[config.mk]
export PLATFORM = sky130hd
export DESIGN_NAME = alu_seq_flat
export DESIGN_NICKNAME = d
export VERILOG_FILES = /design/src/rtl/alu_seq_pkg.sv /design/src/rtl/alu_seq_if.sv /design/src/rtl/alu_shift_add_mul.sv /design/src/rtl/alu_seq.sv /design/src/flat_wrapper.sv
export SDC_FILE = /design/constraint.sdc
export NUM_CORES = 1
export LEC_CHECK = 0
export CORE_MARGIN = 2
export CORE_UTILIZATION = 60
export DETAILED_ROUTE_END_ITERATION = 10
export PLACE_DENSITY = 0.83
export SYNTH_ARGS = -nofsm -noshare
export SYNTH_HDL_FRONTEND = slang
export SYNTH_SLANG_ARGS = --single-unit
[constraint.sdc]
create_clock -name clk -period 4.05 [get_ports clk]
set_input_delay 0.405 -clock clk [delete_from_list [all_inputs] [get_ports clk]]
set_output_delay 0.405 -clock clk [all_outputs]
set_load 0.02 [all_outputs]
[src/rtl/alu_seq_pkg.sv]
// Shared opcode and state encodings for the sequential ALU and its multiplier.
package alu_seq_pkg;

    localparam int OPC_W = 3;

    typedef enum logic [OPC_W-1:0] {
        OP_ADD     = 3'b000,
        OP_SUB     = 3'b001,
        OP_AND     = 3'b010,
        OP_OR      = 3'b011,
        OP_XOR     = 3'b100,
        OP_NOT     = 3'b101,
        OP_MUL     = 3'b110,
        OP_ILLEGAL = 3'b111
    } opcode_e;

    typedef enum logic [1:0] {
        IDLE     = 2'd0,
        MUL_BUSY = 2'd1,
        DONE     = 2'd2
    } state_e;

endpackage

[src/rtl/alu_seq_if.sv]
// Issue/consume bus of the sequential ALU: operand handshake in, result handshake out.
interface alu_seq_if #(
    parameter int WIDTH = 16
) ();

    // Both handshakes: a transfer happens on a rising clk edge where valid && ready;
    // the producer holds its payload stable while valid is high and ready is low.
    logic                            in_valid;
    logic                            in_ready;
    logic [alu_seq_pkg::OPC_W-1:0]   opcode;
    logic [WIDTH-1:0]                input_a;
    logic [WIDTH-1:0]                input_b;
    logic                            out_valid;
    logic                            out_ready;
    logic [WIDTH-1:0]                result;
    logic [WIDTH-1:0]                result_hi;
    logic                            flag_zero;
    logic                            flag_carry;
    logic                            flag_ovf;
    logic                            flag_err;

    modport master (
        output in_valid, opcode, input_a, input_b, out_ready,
        input  in_ready, out_valid, result, result_hi,
               flag_zero, flag_carry, flag_ovf, flag_err
    );

    modport slave (
        input  in_valid, opcode, input_a, input_b, out_ready,
        output in_ready, out_valid, result, result_hi,
               flag_zero, flag_carry, flag_ovf, flag_err
    );

endinterface

[src/rtl/alu_shift_add_mul.sv]
// Unsigned shift-add multiplier: one partial product per clock, WIDTH clocks per product.
module alu_shift_add_mul #(
    parameter  int WIDTH = 16,
    localparam int CNT_W = $clog2(WIDTH + 1)
) (
    input  logic                 clk,
    input  logic                 rst,
    input  logic                 start,
    input  logic [WIDTH-1:0]     op_a,
    input  logic [WIDTH-1:0]     op_b,
    output logic                 busy,
    output logic                 done,
    output logic [2*WIDTH-1:0]   product
);

    logic [2*WIDTH-1:0] mcand_q;
    logic [2*WIDTH-1:0] acc_q;
    logic [2*WIDTH-1:0] acc_next;
    logic [WIDTH-1:0]   mplier_q;
    logic [CNT_W-1:0]   cnt_q;

    assign busy = (cnt_q != '0);
    assign done = (cnt_q == CNT_W'(1));

    // The product port carries the accumulator including this edge's partial
    // product, so the final value can be captured on the same edge as done.
    always_comb begin
        acc_next = acc_q;
        if (mplier_q[0]) begin
            acc_next = acc_q + mcand_q;
        end
    end

    assign product = acc_next;

    always_ff @(posedge clk) begin
        if (rst) begin
            mcand_q  <= '0;
            acc_q    <= '0;
            mplier_q <= '0;
            cnt_q    <= '0;
        end else if (start) begin
            mcand_q  <= {{WIDTH{1'b0}}, op_a};
            acc_q    <= '0;
            mplier_q <= op_b;
            cnt_q    <= CNT_W'(WIDTH);
        end else if (busy) begin
            acc_q    <= acc_next;
            mcand_q  <= mcand_q << 1;
            mplier_q <= mplier_q >> 1;
            cnt_q    <= cnt_q - CNT_W'(1);
        end
    end

endmodule

[src/rtl/alu_seq.sv]
// Handshaked execute-stage ALU: single-cycle logic/arith ops, multi-cycle unsigned multiply,
// registered result and status flags.
module alu_seq
    import alu_seq_pkg::*;
#(
    parameter int WIDTH = 16
) (
    input  logic   clk,
    input  logic   rst_n,
    alu_seq_if.slave bus,
    output state_e dbg_state
);

    state_e             state_q;
    state_e             state_d;
    opcode_e            op;
    logic               accept;
    logic               is_mul;
    logic               mul_busy;
    logic               mul_done;
    logic [2*WIDTH-1:0] mul_product;
    logic [WIDTH:0]     sum;
    logic [WIDTH:0]     diff;
    logic [WIDTH-1:0]   alu_res;
    logic               alu_c;
    logic               alu_o;
    logic               alu_e;

    assign op        = opcode_e'(bus.opcode);
    assign is_mul    = (op == OP_MUL);
    assign accept    = bus.in_valid && bus.in_ready;
    assign dbg_state = state_q;

    alu_shift_add_mul #(.WIDTH(WIDTH)) u_mul (
        .clk     (clk),
        .rst     (rst_n),
        .start   (accept && is_mul),
        .op_a    (bus.input_a),
        .op_b    (bus.input_b),
        .busy    (mul_busy),
        .done    (mul_done),
        .product (mul_product)
    );

    always_ff @(posedge clk) begin
        if (rst_n) begin
            state_q <= IDLE;
        end else begin
            state_q <= state_d;
        end
    end

    // An idle multiplier while in MUL_BUSY can only follow a lost start; fall back to IDLE.
    always_comb begin
        state_d = state_q;
        case (state_q)
            IDLE: begin
                if (accept) state_d = is_mul ? MUL_BUSY : DONE;
            end
            MUL_BUSY: begin
                if (mul_done)       state_d = DONE;
                else if (!mul_busy) state_d = IDLE;
            end
            DONE: begin
                if (bus.out_ready) state_d = accept ? (is_mul ? MUL_BUSY : DONE) : IDLE;
            end
            default: state_d = IDLE;
        endcase
    end

    always_comb begin
        bus.in_ready  = 1'b0;
        bus.out_valid = 1'b0;
        case (state_q)
            IDLE: bus.in_ready = 1'b1;
            DONE: begin
                bus.out_valid = 1'b1;
                bus.in_ready  = bus.out_ready;
            end
            default: ;
        endcase
    end

    // Carry/borrow come from the extra MSB of the WIDTH+1 bit sum/difference.
    always_comb begin
        sum     = {1'b0, bus.input_a} + {1'b0, bus.input_b};
        diff    = {1'b0, bus.input_a} - {1'b0, bus.input_b};
        alu_res = '0;
        alu_c   = 1'b0;
        alu_o   = 1'b0;
        alu_e   = 1'b0;
        case (op)
            OP_ADD: begin
                alu_res = sum[WIDTH-1:0];
                alu_c   = sum[WIDTH];
                alu_o   = (bus.input_a[WIDTH-1] == bus.input_b[WIDTH-1]) &&
                          (sum[WIDTH-1] != bus.input_a[WIDTH-1]);
            end
            OP_SUB: begin
                alu_res = diff[WIDTH-1:0];
                alu_c   = diff[WIDTH];
                alu_o   = (bus.input_a[WIDTH-1] != bus.input_b[WIDTH-1]) &&
                          (diff[WIDTH-1] != bus.input_a[WIDTH-1]);
            end
            OP_AND:     alu_res = bus.input_a & bus.input_b;
            OP_OR:      alu_res = bus.input_a | bus.input_b;
            OP_XOR:     alu_res = bus.input_a ^ bus.input_b;
            OP_NOT:     alu_res = ~bus.input_a;
            OP_ILLEGAL: alu_e   = 1'b1;
            default: ;
        endcase
    end

    always_ff @(posedge clk) begin
        if (rst_n) begin
            bus.result     <= '0;
            bus.result_hi  <= '0;
            bus.flag_zero  <= 1'b0;
            bus.flag_carry <= 1'b0;
            bus.flag_ovf   <= 1'b0;
            bus.flag_err   <= 1'b0;
        end else if (accept && !is_mul) begin
            bus.result     <= alu_res;
            bus.result_hi  <= '0;
            bus.flag_zero  <= (alu_res == '0);
            bus.flag_carry <= alu_c;
            bus.flag_ovf   <= alu_o;
            bus.flag_err   <= alu_e;
        end else if ((state_q == MUL_BUSY) && mul_done) begin
            bus.result     <= mul_product[WIDTH-1:0];
            bus.result_hi  <= mul_product[2*WIDTH-1:WIDTH];
            bus.flag_zero  <= (mul_product == '0);
            bus.flag_carry <= 1'b0;
            bus.flag_ovf   <= (mul_product[2*WIDTH-1:WIDTH] != '0);
            bus.flag_err   <= 1'b0;
        end
    end

endmodule

[src/flat_wrapper.sv]
// flat-port wrapper written by rule: the top's interface ports become plain ports
module alu_seq_flat import alu_seq_pkg::*;
#(
    parameter int WIDTH = 16
)
  (clk, rst_n, dbg_state, bus_in_valid, bus_opcode, bus_input_a, bus_input_b, bus_out_ready, bus_in_ready, bus_out_valid, bus_result, bus_result_hi, bus_flag_zero, bus_flag_carry, bus_flag_ovf, bus_flag_err);
  alu_seq_if #(.WIDTH(WIDTH)) bus_i ();
  input  logic clk;
  input  logic rst_n;
  output state_e dbg_state;
  input wire logic [$bits(bus_i.in_valid)-1:0] bus_in_valid;
  input wire logic [$bits(bus_i.opcode)-1:0] bus_opcode;
  input wire logic [$bits(bus_i.input_a)-1:0] bus_input_a;
  input wire logic [$bits(bus_i.input_b)-1:0] bus_input_b;
  input wire logic [$bits(bus_i.out_ready)-1:0] bus_out_ready;
  output wire logic [$bits(bus_i.in_ready)-1:0] bus_in_ready;
  output wire logic [$bits(bus_i.out_valid)-1:0] bus_out_valid;
  output wire logic [$bits(bus_i.result)-1:0] bus_result;
  output wire logic [$bits(bus_i.result_hi)-1:0] bus_result_hi;
  output wire logic [$bits(bus_i.flag_zero)-1:0] bus_flag_zero;
  output wire logic [$bits(bus_i.flag_carry)-1:0] bus_flag_carry;
  output wire logic [$bits(bus_i.flag_ovf)-1:0] bus_flag_ovf;
  output wire logic [$bits(bus_i.flag_err)-1:0] bus_flag_err;
  assign bus_i.in_valid = bus_in_valid;
  assign bus_i.opcode = bus_opcode;
  assign bus_i.input_a = bus_input_a;
  assign bus_i.input_b = bus_input_b;
  assign bus_i.out_ready = bus_out_ready;
  assign bus_in_ready = bus_i.in_ready;
  assign bus_out_valid = bus_i.out_valid;
  assign bus_result = bus_i.result;
  assign bus_result_hi = bus_i.result_hi;
  assign bus_flag_zero = bus_i.flag_zero;
  assign bus_flag_carry = bus_i.flag_carry;
  assign bus_flag_ovf = bus_i.flag_ovf;
  assign bus_flag_err = bus_i.flag_err;
  alu_seq #(.WIDTH(WIDTH)) u_core (.clk(clk), .rst_n(rst_n), .bus(bus_i), .dbg_state(dbg_state));
endmodule
* Yosys cells after proc, flatten, opt, wreduce, memory -nomap -nowiden *
Cells that the tools add are included.

operators by class
  add/subtract/negate cells = 4
  eq/ne operators = 17
  mux-type cells = 29
  bitwise gates (word level) = 4
  reductions and logical operators = 18

operators with widths
  cell                   number
  $mux W16               6
  $pmux W16 S6           1
  $add A32 B32 Y32       1
  $logic_not A32 Y1      1
  $mux W32               1
  $add A16 B16 Y17       1
  $sub A16 B16 Y17       1
  $and A16 B16 Y16       1
  $logic_not A16 Y1      1
  $not A16 Y16           1
  $or A16 B16 Y16        1
  $reduce_bool A16 Y1    1
  $xor A16 B16 Y16       1
  $eq A3 B3 Y1 const B   4
  $mux W2                6
  $mux W5                2
  $mux W1                9
  $eq A3 B2 Y1 const B   2
  $logic_and A1 B1 Y1    6
  $pmux W1 S2            3
  $pmux W2 S3            1
  $eq A5 B1 Y1 const B   1
  $reduce_bool A5 Y1     1
  $sub A5 B1 Y5 const B  1
  14 further kinds       18

storage, ports and cells
  flip-flop bits (word level) = 123
  input port bits = 39
  output and inout port bits = 40

* Longest topological paths before layout *
Gate-level depths: netlist (run 1).

  depth after elaboration = 6
  mapped depth = 14
  mapped depth without buffers = 14

* By module *
From an unflattened synthesis (run 1), not the netlist that was laid out.

second synthesis, totals
  cell total of the unflattened synthesis = 1337
  area, all modules = 9701.8 um^2

modules (own cells, without submodules)
  module             times used  cells each  area each (um^2)  seq. area each (um^2)
  alu_shift_add_mul  1           706         5261.3            1701.6
  alu_seq            1           631         4440.5            760.7

* Worst setup path before layout (run 1) *
Ideal clock, no wire load.

  path kind = reg2reg
  from = register u_core.u_mul.mcand_q[0]
  to = register u_core.bus.flag_ovf
  arrival time = 2874 ps
  path slack = 1045 ps
  cell stages (with the launch flop) = 13
  buffers on the path = 0
  clock period less this slack = 3005 ps
  cell sequence = dfxtp_1 ha_1 fa_1 a211oi_1 o211ai_2 and3b_1 nor3_1 nor3b_1 a211o_1 a2111oi_2 nand3b_1 nor3_2 o22ai_1

on the way
  longest elaborated chain between the ends = 5

RTL lines
  what                    line                     source
  start, declared         alu_shift_add_mul.sv:16  logic [2*WIDTH-1:0] mcand_q;
  start signal, assigned  alu_shift_add_mul.sv:43  mcand_q <= {{WIDTH{1'b0}}, op_a};
  start signal, assigned  alu_shift_add_mul.sv:49  mcand_q <= mcand_q << 1;
  $add A32 B32 Y32        alu_shift_add_mul.sv:30  acc_next = acc_q + mcand_q;
  $mux W32                alu_shift_add_mul.sv:29  if (mplier_q[0]) begin
  $reduce_bool A16 Y1     alu_seq.sv:134           bus.flag_ovf <= (mul_product[2*WIDTH-1:WIDTH] != '0);
  $mux W1                 alu_seq.sv:129           end else if ((state_q == MUL_BUSY) && mul_done) begin
  $mux W1                 alu_seq.sv:122           end else if (accept && !is_mul) begin
  end signal, assigned    alu_seq.sv:127           bus.flag_ovf <= alu_o;
  end signal, assigned    alu_seq.sv:134
  end, declared           alu_seq_if.sv:31         flag_zero, flag_carry, flag_ovf, flag_err

No other way between the ends. The select of a mux whose other input is x is not followed.
A chain may end at the register's enable or synchronous reset.

* Worst setup path after layout (run 1) *
Ends and elaborated chain as after synthesis.

==> results.md, run 1 <==
- I/O Pins: 79
- Maximum VDD drop: 0.952 mV
- WL/cell: 19.3 um
- TritonCTS clock tree: yes
- Leakage: 4.37 nW
- Post-synth top area cell: dfxtp_1
- Syn Nets: 1438
- Share of cells above drive strength 1: 0.0731
- Remaining antenna violation count after routing: 0
- Clock buffer depth: 2
- CTS clk-pin slew, worst paths: 0.05 ns
- Synth top area share: 0.253
- Seq cells post-synth: 123
- Setup slack, reg-to-reg: 0.31 ns
- Detailed placer's ending HPWL: 22500 um
- Buffer and inverter count on the worst path: 0
- Met2 wire len: 13100 um
- Synth area leaders: dfxtp_1 25%, ha_1 11%, nor2_1 6.5%, nand2_1 6.4%, a21oi_1 5.3%
- Run status: completed
- Pwr dens: 473 nW/um2
- DRT iter0 DRCs: 1278
- Flop pwr share: 0.295
- Crit-path max cell delay: 0.50 ns
- Post-synthesis cell count: 1311
- Min Hold Slack: 0.400 ns
- Pre-Repair DR Iteration Count: 5
- Hold buffers post-CTS: 0
- Grt ovf: 0
- CTS Buf Count: 17
- Tot Pwr: 5.32 mW
- Period utilization: 0.922
- Critical-path cell list: ha_1, fa_1, a211oi_1, o211ai_2, nand3_1, a21oi_1, o21ai_2, o31ai_1, xor2_1, a2111o_1, nor3_2, o22ai_1
- Syn_area_per_cell: 7.41 um2
- Relative slew slack: 0.219
- Clk sinks: 123
- Internal Power: 3.06 mW
- Critical R2R Launch: u_core.u_mul.mcand_q[0]
- R2r worst-path depth: 12
- Setup violators final: 0
- Largest net degree at the start of global routing: 59
- Share of the yosys chip area belonging to registers: 0.253
- Crit-path max FO: 6
- Actual slew at the worst max-slew pin: 1.17 ns
- Dpl cells: 1552
- Most frequent cell after synthesis: nor2_1
- Worst hold endpoint: u_core.u_mul.cnt_q[4]
- Top_reg_cell synth: dfxtp_1
- Hold Violations, Final: 0
- Fin area: 11200 um2
- RSZ-0062 raised after global routing: no
- EDFF count, synth: 0
- Final Non-Filler Cells: 1584
- Synthesized area: 9720 um2
- Max-slew violations: 0
- H-tree Lvls: 4
- Horiz. Die Dim: 131 um
- DRC: 0
- Crit Reg-Reg Endpoint: u_core.bus.flag_ovf
- Vias per cell: 6.52
- Fill cells: 1344
- WP depth: 12
- Minimum clock period: 3.74 ns
- Post_cts resized: 0
- Highest routed metal layer: met4
- Vias: 10.3k
- Max_cap viols: 0
- Area of the multi-input gates: 6670 um2
- Met1 WL: 13900 um
- WL met3: 2670 um
- Synth warn: 0
- Register area: 2460 um2
- Max stage delay cell, worst path: a2111o_1
- Worst Hold Depth: 2
- Crit path arrival time: 4.02 ns
- Clock skew: 0.00985 ns
- Hold Path Class: in -> reg
- Setup TNS: 0 ns
- Initial Util: 0.612
- Clock root cell: clkbuf_16
- # rows: 46
- Area of the die: 17200 um2
- Synth cell count leaders: 169 x nor2_1, 165 x nand2_1, 123 x dfxtp_1
- Area Overhead vs Synth: 15.7%
- Buffers added on ports: 78
- Critical Path RT: 4.34 ns
- First-pass GRT wire length: 48900 um
- CP delay by family, top: compound AO/OA/AOI/OAI gates
- Number of diodes: 0
- Comb pwr share: 0.433
- Crit. End Element: register
- Initial antenna violation count: 0
- Core ar.: 15900 um2
- Library cells used by synthesis: 88
- Worst-Skew Late Latency: 0.42 ns
- Postcts setup bufs: 0
- Vias in the first global route: 9322
- CP startpoint kind: register
- GRT Overall Usage: 0.348
- WS Path Type: reg -> reg
- Die height: 131 um
- RePlAce Congestion: 1.09
- Post-synth ARST share: 0
- Clock Power Share: 0.272
- DRT Wirelength: 30500 um
- Final net count: 1482
- Placed Area: 10700 um2
- Hold_sp: rst_n
- Net load switching power: 2.26 mW
- Switch share: 0.424
- Max Clk Rate: 268 MHz
-- sequential cells by signal (all words and copies together) (netlist names), 2 cells and up --
name and count:
u_core.bus.result 16, u_core.u_mul.mcand_q 32, u_core.bus.result_hi 16, u_core.u_mul.acc_q 32, u_core.dbg_state 2, u_core.u_mul.cnt_q 5
u_core.u_mul.mplier_q 16
-- placed cells by master (no fill, tap or decap), drive strengths merged, types with 5 or more instances in the layout --
cell	instances
a211oi	53
a21o	14
a21oi	104
a221o	7
a221oi	8
a22oi	5
a311oi	32
a31oi	16
and2	6
and3	9
buf	33
clkbuf	22
clkdlybuf4s50	77
clkinvlp	6
dfxtp	123
ha	85
inv	70
mux2i	17
nand2	165
nand2b	16
nand3	28
nand4	12
nor2	169
nor2b	12
nor3	36
nor4	12
o2111ai	8
o211ai	11
o21a	10
o21ai	54
o21bai	9
o221a	6
o221ai	8
o22ai	9
or3	7
xnor2	21
xor2	9
-- power by group through the flow --
stage | registers [mW] | logic, mW | clock network [mW]
global placement | 1.58 | 2.18 | 0
floorplan | 1.56 | 1.68 | 0
detailed placement | 1.58 | 2.22 | 0
global route | 1.59 | 2.53 | 1.50
CTS | 1.56 | 2.25 | 1.45
finish | 1.57 | 2.30 | 1.45
-- per-stage QoR --
stage	utilization	setup WS [ns]
2_1_floorplan	-	1.05
3_3_place_gp	0.672	0.229
3_5_place_dp	0.672	0.139
4_1_cts	0.708	0.430
5_1_grt	0.708	0.174
6_report	0.708	0.314
-- final cells by class --
cell class | instances | area share
tap | 216 | 0.0240
clock inverter | 10 | 0.00835
multi-input combinational | 1032 | 0.593
timing repair buffer | 110 | 0.0904
sequential | 123 | 0.219
inverter | 71 | 0.0237
clock buffer | 22 | 0.0413
-- layer usage --
layer | track usage | vias to the layer above
li1 | - | 4869
met1 | 0.502 | 4837
met2 | 0.528 | 542
met3 | 0.0625 | 73
met4 | 0.106 | 0
met5 | 0 | -
-- cells by family (layout without fill, tap and decap cells) --
logic type                 Yosys count  count (layout)  share of synthesized area
and+or+nand+nor                    495             495                      0.231
AOI/OAI and AO/OA                  400             400                      0.291
buffers and inverters              156             213                     0.0619
DFF                                123             123                      0.253
adders and majority gates           88              88                      0.116
xor gates and xnor gates            30              30                     0.0270
muxes                               19              19                     0.0198
-- worst max path at each step --
| stage | from | endpoint | slack [ns] |
|---|---|---|---|
| detailed placement | bus_input_b[1] | u_core.bus.result[15] | 0.14 |
| CTS | u_core.u_mul.mcand_q[0] | u_core.bus.flag_ovf | 0.43 |
| global placement | bus_input_b[1] | u_core.bus.result[15] | 0.23 |
| finish | u_core.u_mul.mcand_q[0] | u_core.bus.flag_ovf | 0.31 |
| global route | u_core.u_mul.mcand_q[0] | u_core.bus.flag_ovf | 0.17 |
| floorplan | u_core.u_mul.mcand_q[0] | u_core.bus.flag_ovf | 1.05 |
Note: power is estimated with default switching activity, not from simulation.
==> run 2: changes to the inputs <==
--- a/config.mk
+++ b/config.mk
@@ -5,10 +5,10 @@
 export SDC_FILE = /design/constraint.sdc
 export NUM_CORES = 1
 export LEC_CHECK = 0
-export CORE_MARGIN = 2
 export CORE_UTILIZATION = 60
 export DETAILED_ROUTE_END_ITERATION = 10
 export PLACE_DENSITY = 0.83
+export REMOVE_ABC_BUFFERS = 1
 export SYNTH_ARGS = -nofsm -noshare
 export SYNTH_HDL_FRONTEND = slang
 export SYNTH_SLANG_ARGS = --single-unit
==> run 2 against run 1 <==
Compared with the run above:
- critical path type unchanged
- design area about the same
- routed wire length grew 1.2%
- count of clock-buffer cells in the layout shrank 5
- first-iteration DRC count fell by 19%
- power rose by 1.3%
- critical endpoint unchanged
- combinational power rose by 2%
- worst hold slack improved by 0.038 ns
- clock power barely moved
- clock skew increased by 0.0042 ns
==> results.md, run 2 (synthesized netlist as in run 1, its figures left out) <==
- TritonCTS clock tree: yes
- Vias in the first global route: 9200 (-1.3%)
- Setup violators final: 0 (unchanged)
- Remaining antenna violation count after routing: 0 (unchanged)
- Buffers added on ports: 78 (unchanged)
- Horiz. Die Dim: 129 um (-1.5%)
- GRT Overall Usage: 0.373 (+0.0252)
- DRT Wirelength: 30900 um (+1.2%)
- CP Launch Point: u_core.u_mul.mcand_q[0]
- Initial antenna violation count: 1 (+1)
- Minimum clock period: 3.73 ns (-0.00242 ns)
- Critical Path RT: 4.34 ns (about the same)
- Relative slew slack: 0.340 (+0.121)
- Pre-Repair DR Iteration Count: 7 (+2)
- Leakage: 4.39 nW (+0.57%)
- Top flop regs: u_core.u_mul.acc_q x32, u_core.u_mul.mcand_q x32
- DRC: 0 (unchanged)
- Setup slack, reg-to-reg: 0.32 ns (about the same)
- Maximum VDD drop: 0.901 mV (-5.4%)
- Core ar.: 15800 um2 (-0.36%)
- CTS clk-pin slew, worst paths: 0.06 ns (about the same)
- Hold Violations, Final: 0 (unchanged)
- Highest routed metal layer: met4
- Post_cts resized: 0 (unchanged)
- Commonest cells after routing, fill and taps aside: 169 x nor2_1, 163 x nand2_1, 122 x dfxtp_1
- Largest net degree at the start of global routing: 64 (+8.5%)
- CP startpoint kind: register
- Period utilization: 0.922 (about the same)
- Run status: completed
- Max-slew violations: 0 (unchanged)
- WS Path Type: reg -> reg
- Detailed placer's ending HPWL: 22300 um (-0.54%)
- Worst setup margin: 0.317 ns (+0.00242 ns)
- Setup TNS: 0 ns (unchanged)
- Clock skew: 0.0141 ns (+0.00423 ns)
- Postcts setup bufs: 0 (unchanged)
- Met1 WL: 14000 um (+1.0%)
- Hold buffers post-CTS: 0 (unchanged)
- Area Overhead vs Synth: 15.7% (about the same)
- CTS Buf Count: 17 (unchanged)
- RSZ-0062 raised after global routing: no
- Commonest non-fill, non-tap cell in the layout: nor2_1
- Dpl ws: 0.168 ns (+0.0285 ns)
- Hold Path Class: in -> reg
- Vias: 10.2k (-0.87%)
- Actual slew at the worst max-slew pin: 0.989 ns (-0.182 ns)
- WL/cell: 19.5 um (+1.1%)
- WL met3: 2660 um (-0.60%)
- I/O Pins: 79 (unchanged)
- Met2 wire len: 13400 um (+2.4%)
- H-tree Lvls: 4 (unchanged)
- Crit path arrival time: 4.02 ns (about the same)
- Share of cells above drive strength 1: 0.0752 (+0.00214)
- Initial Util: 0.614 (+0.00222)
- Crit-path max FO: 4 (-2)
- Area of the die: 16700 um2 (-3.0%)
- Max_cap viols: 0 (unchanged)
- Die height: 129 um (-1.5%)
- Tot Pwr: 5.39 mW (+1.3%)
- Clock root cell: clkbuf_16
- Hold_sp: rst_n
- First-pass GRT wire length: 48400 um (-0.96%)
- Crit. End Element: register
- Fin area: 11200 um2 (about the same)
- Pwr dens: 479 nW/um2 (+1.3%)
- Final net count: 1483 (+0.067%)
- Placed Area: 10700 um2 (about the same)
- Clk sinks: 123 (unchanged)
- DRT iter0 DRCs: 1040 (-19%)
- Grt ovf: 0 (unchanged)
- Max Clk Rate: 268 MHz (about the same)
- Vias per cell: 6.45 (-1.0%)
- # rows: 46 (unchanged)
- RePlAce Congestion: 0.971 (-11%)
- Worst-Skew Late Latency: 0.43 ns (about the same)
- Critical R2R Launch: u_core.u_mul.mcand_q[0]
- Clock buffer depth: 2 (unchanged)
==> run 2: cell types whose count changed in the layout (fill, tap and decap cells not counted), moves of 2 or more <==
cell,change
inv_6,+7
clkinvlp_4,-5
clkbuf_1,-3
clkbuf_8,-2
clkinv_4,+2
inv_8,+2
==> run 2: final timing paths <==
kind / end / cells after the start
setup / recovery: u_core.bus.flag_ovf / 12
hold / removal: u_core.bus.result[3] / 3
setup reg to reg: u_core.bus.flag_ovf / 12
hold reg to reg: u_core.bus.result_hi[9] / 2
==> run 2: layout make-up <==
| type | instances | area, um2 |
|---|---|---|
| sequential | 123 | 2460 |
| fill | 1327 | 4580 |
| timing repair buffer | 111 | 1020 |
| clock buffer | 17 | 425 |
| clock inverter | 15 | 128 |
| tap | 216 | 270 |
| inverter | 71 | 267 |
| antenna | 1 | 2.50 |
| multi-input combinational | 1032 | 6660 |
==> run 2: metal layers <==
layer | vias up | track usage
met5 | - | 0
met4 | 0 | 0.138
met3 | 56 | 0.0611
met2 | 494 | 0.564
met1 | 4823 | 0.530
li1 | 4858 | -
==> run 2: through the flow <==
stage	hold slack, ns	cells	utilization
4_1_cts	0.431	1585	0.710
5_1_grt	0.463	1585	0.710
2_1_floorplan	0.442	1226	-
6_report	0.438	1586	0.710
3_3_place_gp	0.448	1553	0.675
3_5_place_dp	0.457	1553	0.675
==> run 2: power by group <==
group,internal [mW],switching (mW),leakage [nW]
Combinational,0.790,1.56,3.12
Clock,0.804,0.662,0.274
Sequential,1.40,0.163,1.00
==> run 2: critical path, stage by stage (launching register included) <==
cell,delay [ns]
dfxtp_1,0.33
ha_1,0.25
fa_1,0.43
a211oi_1,0.46
o211ai_2,0.20
and3b_1,0.22
nor3_1,0.18
nor3b_1,0.11
a211o_1,0.33
a2111oi_2,0.45
nand3b_1,0.18
nor3_2,0.36
o22ai_1,0.11
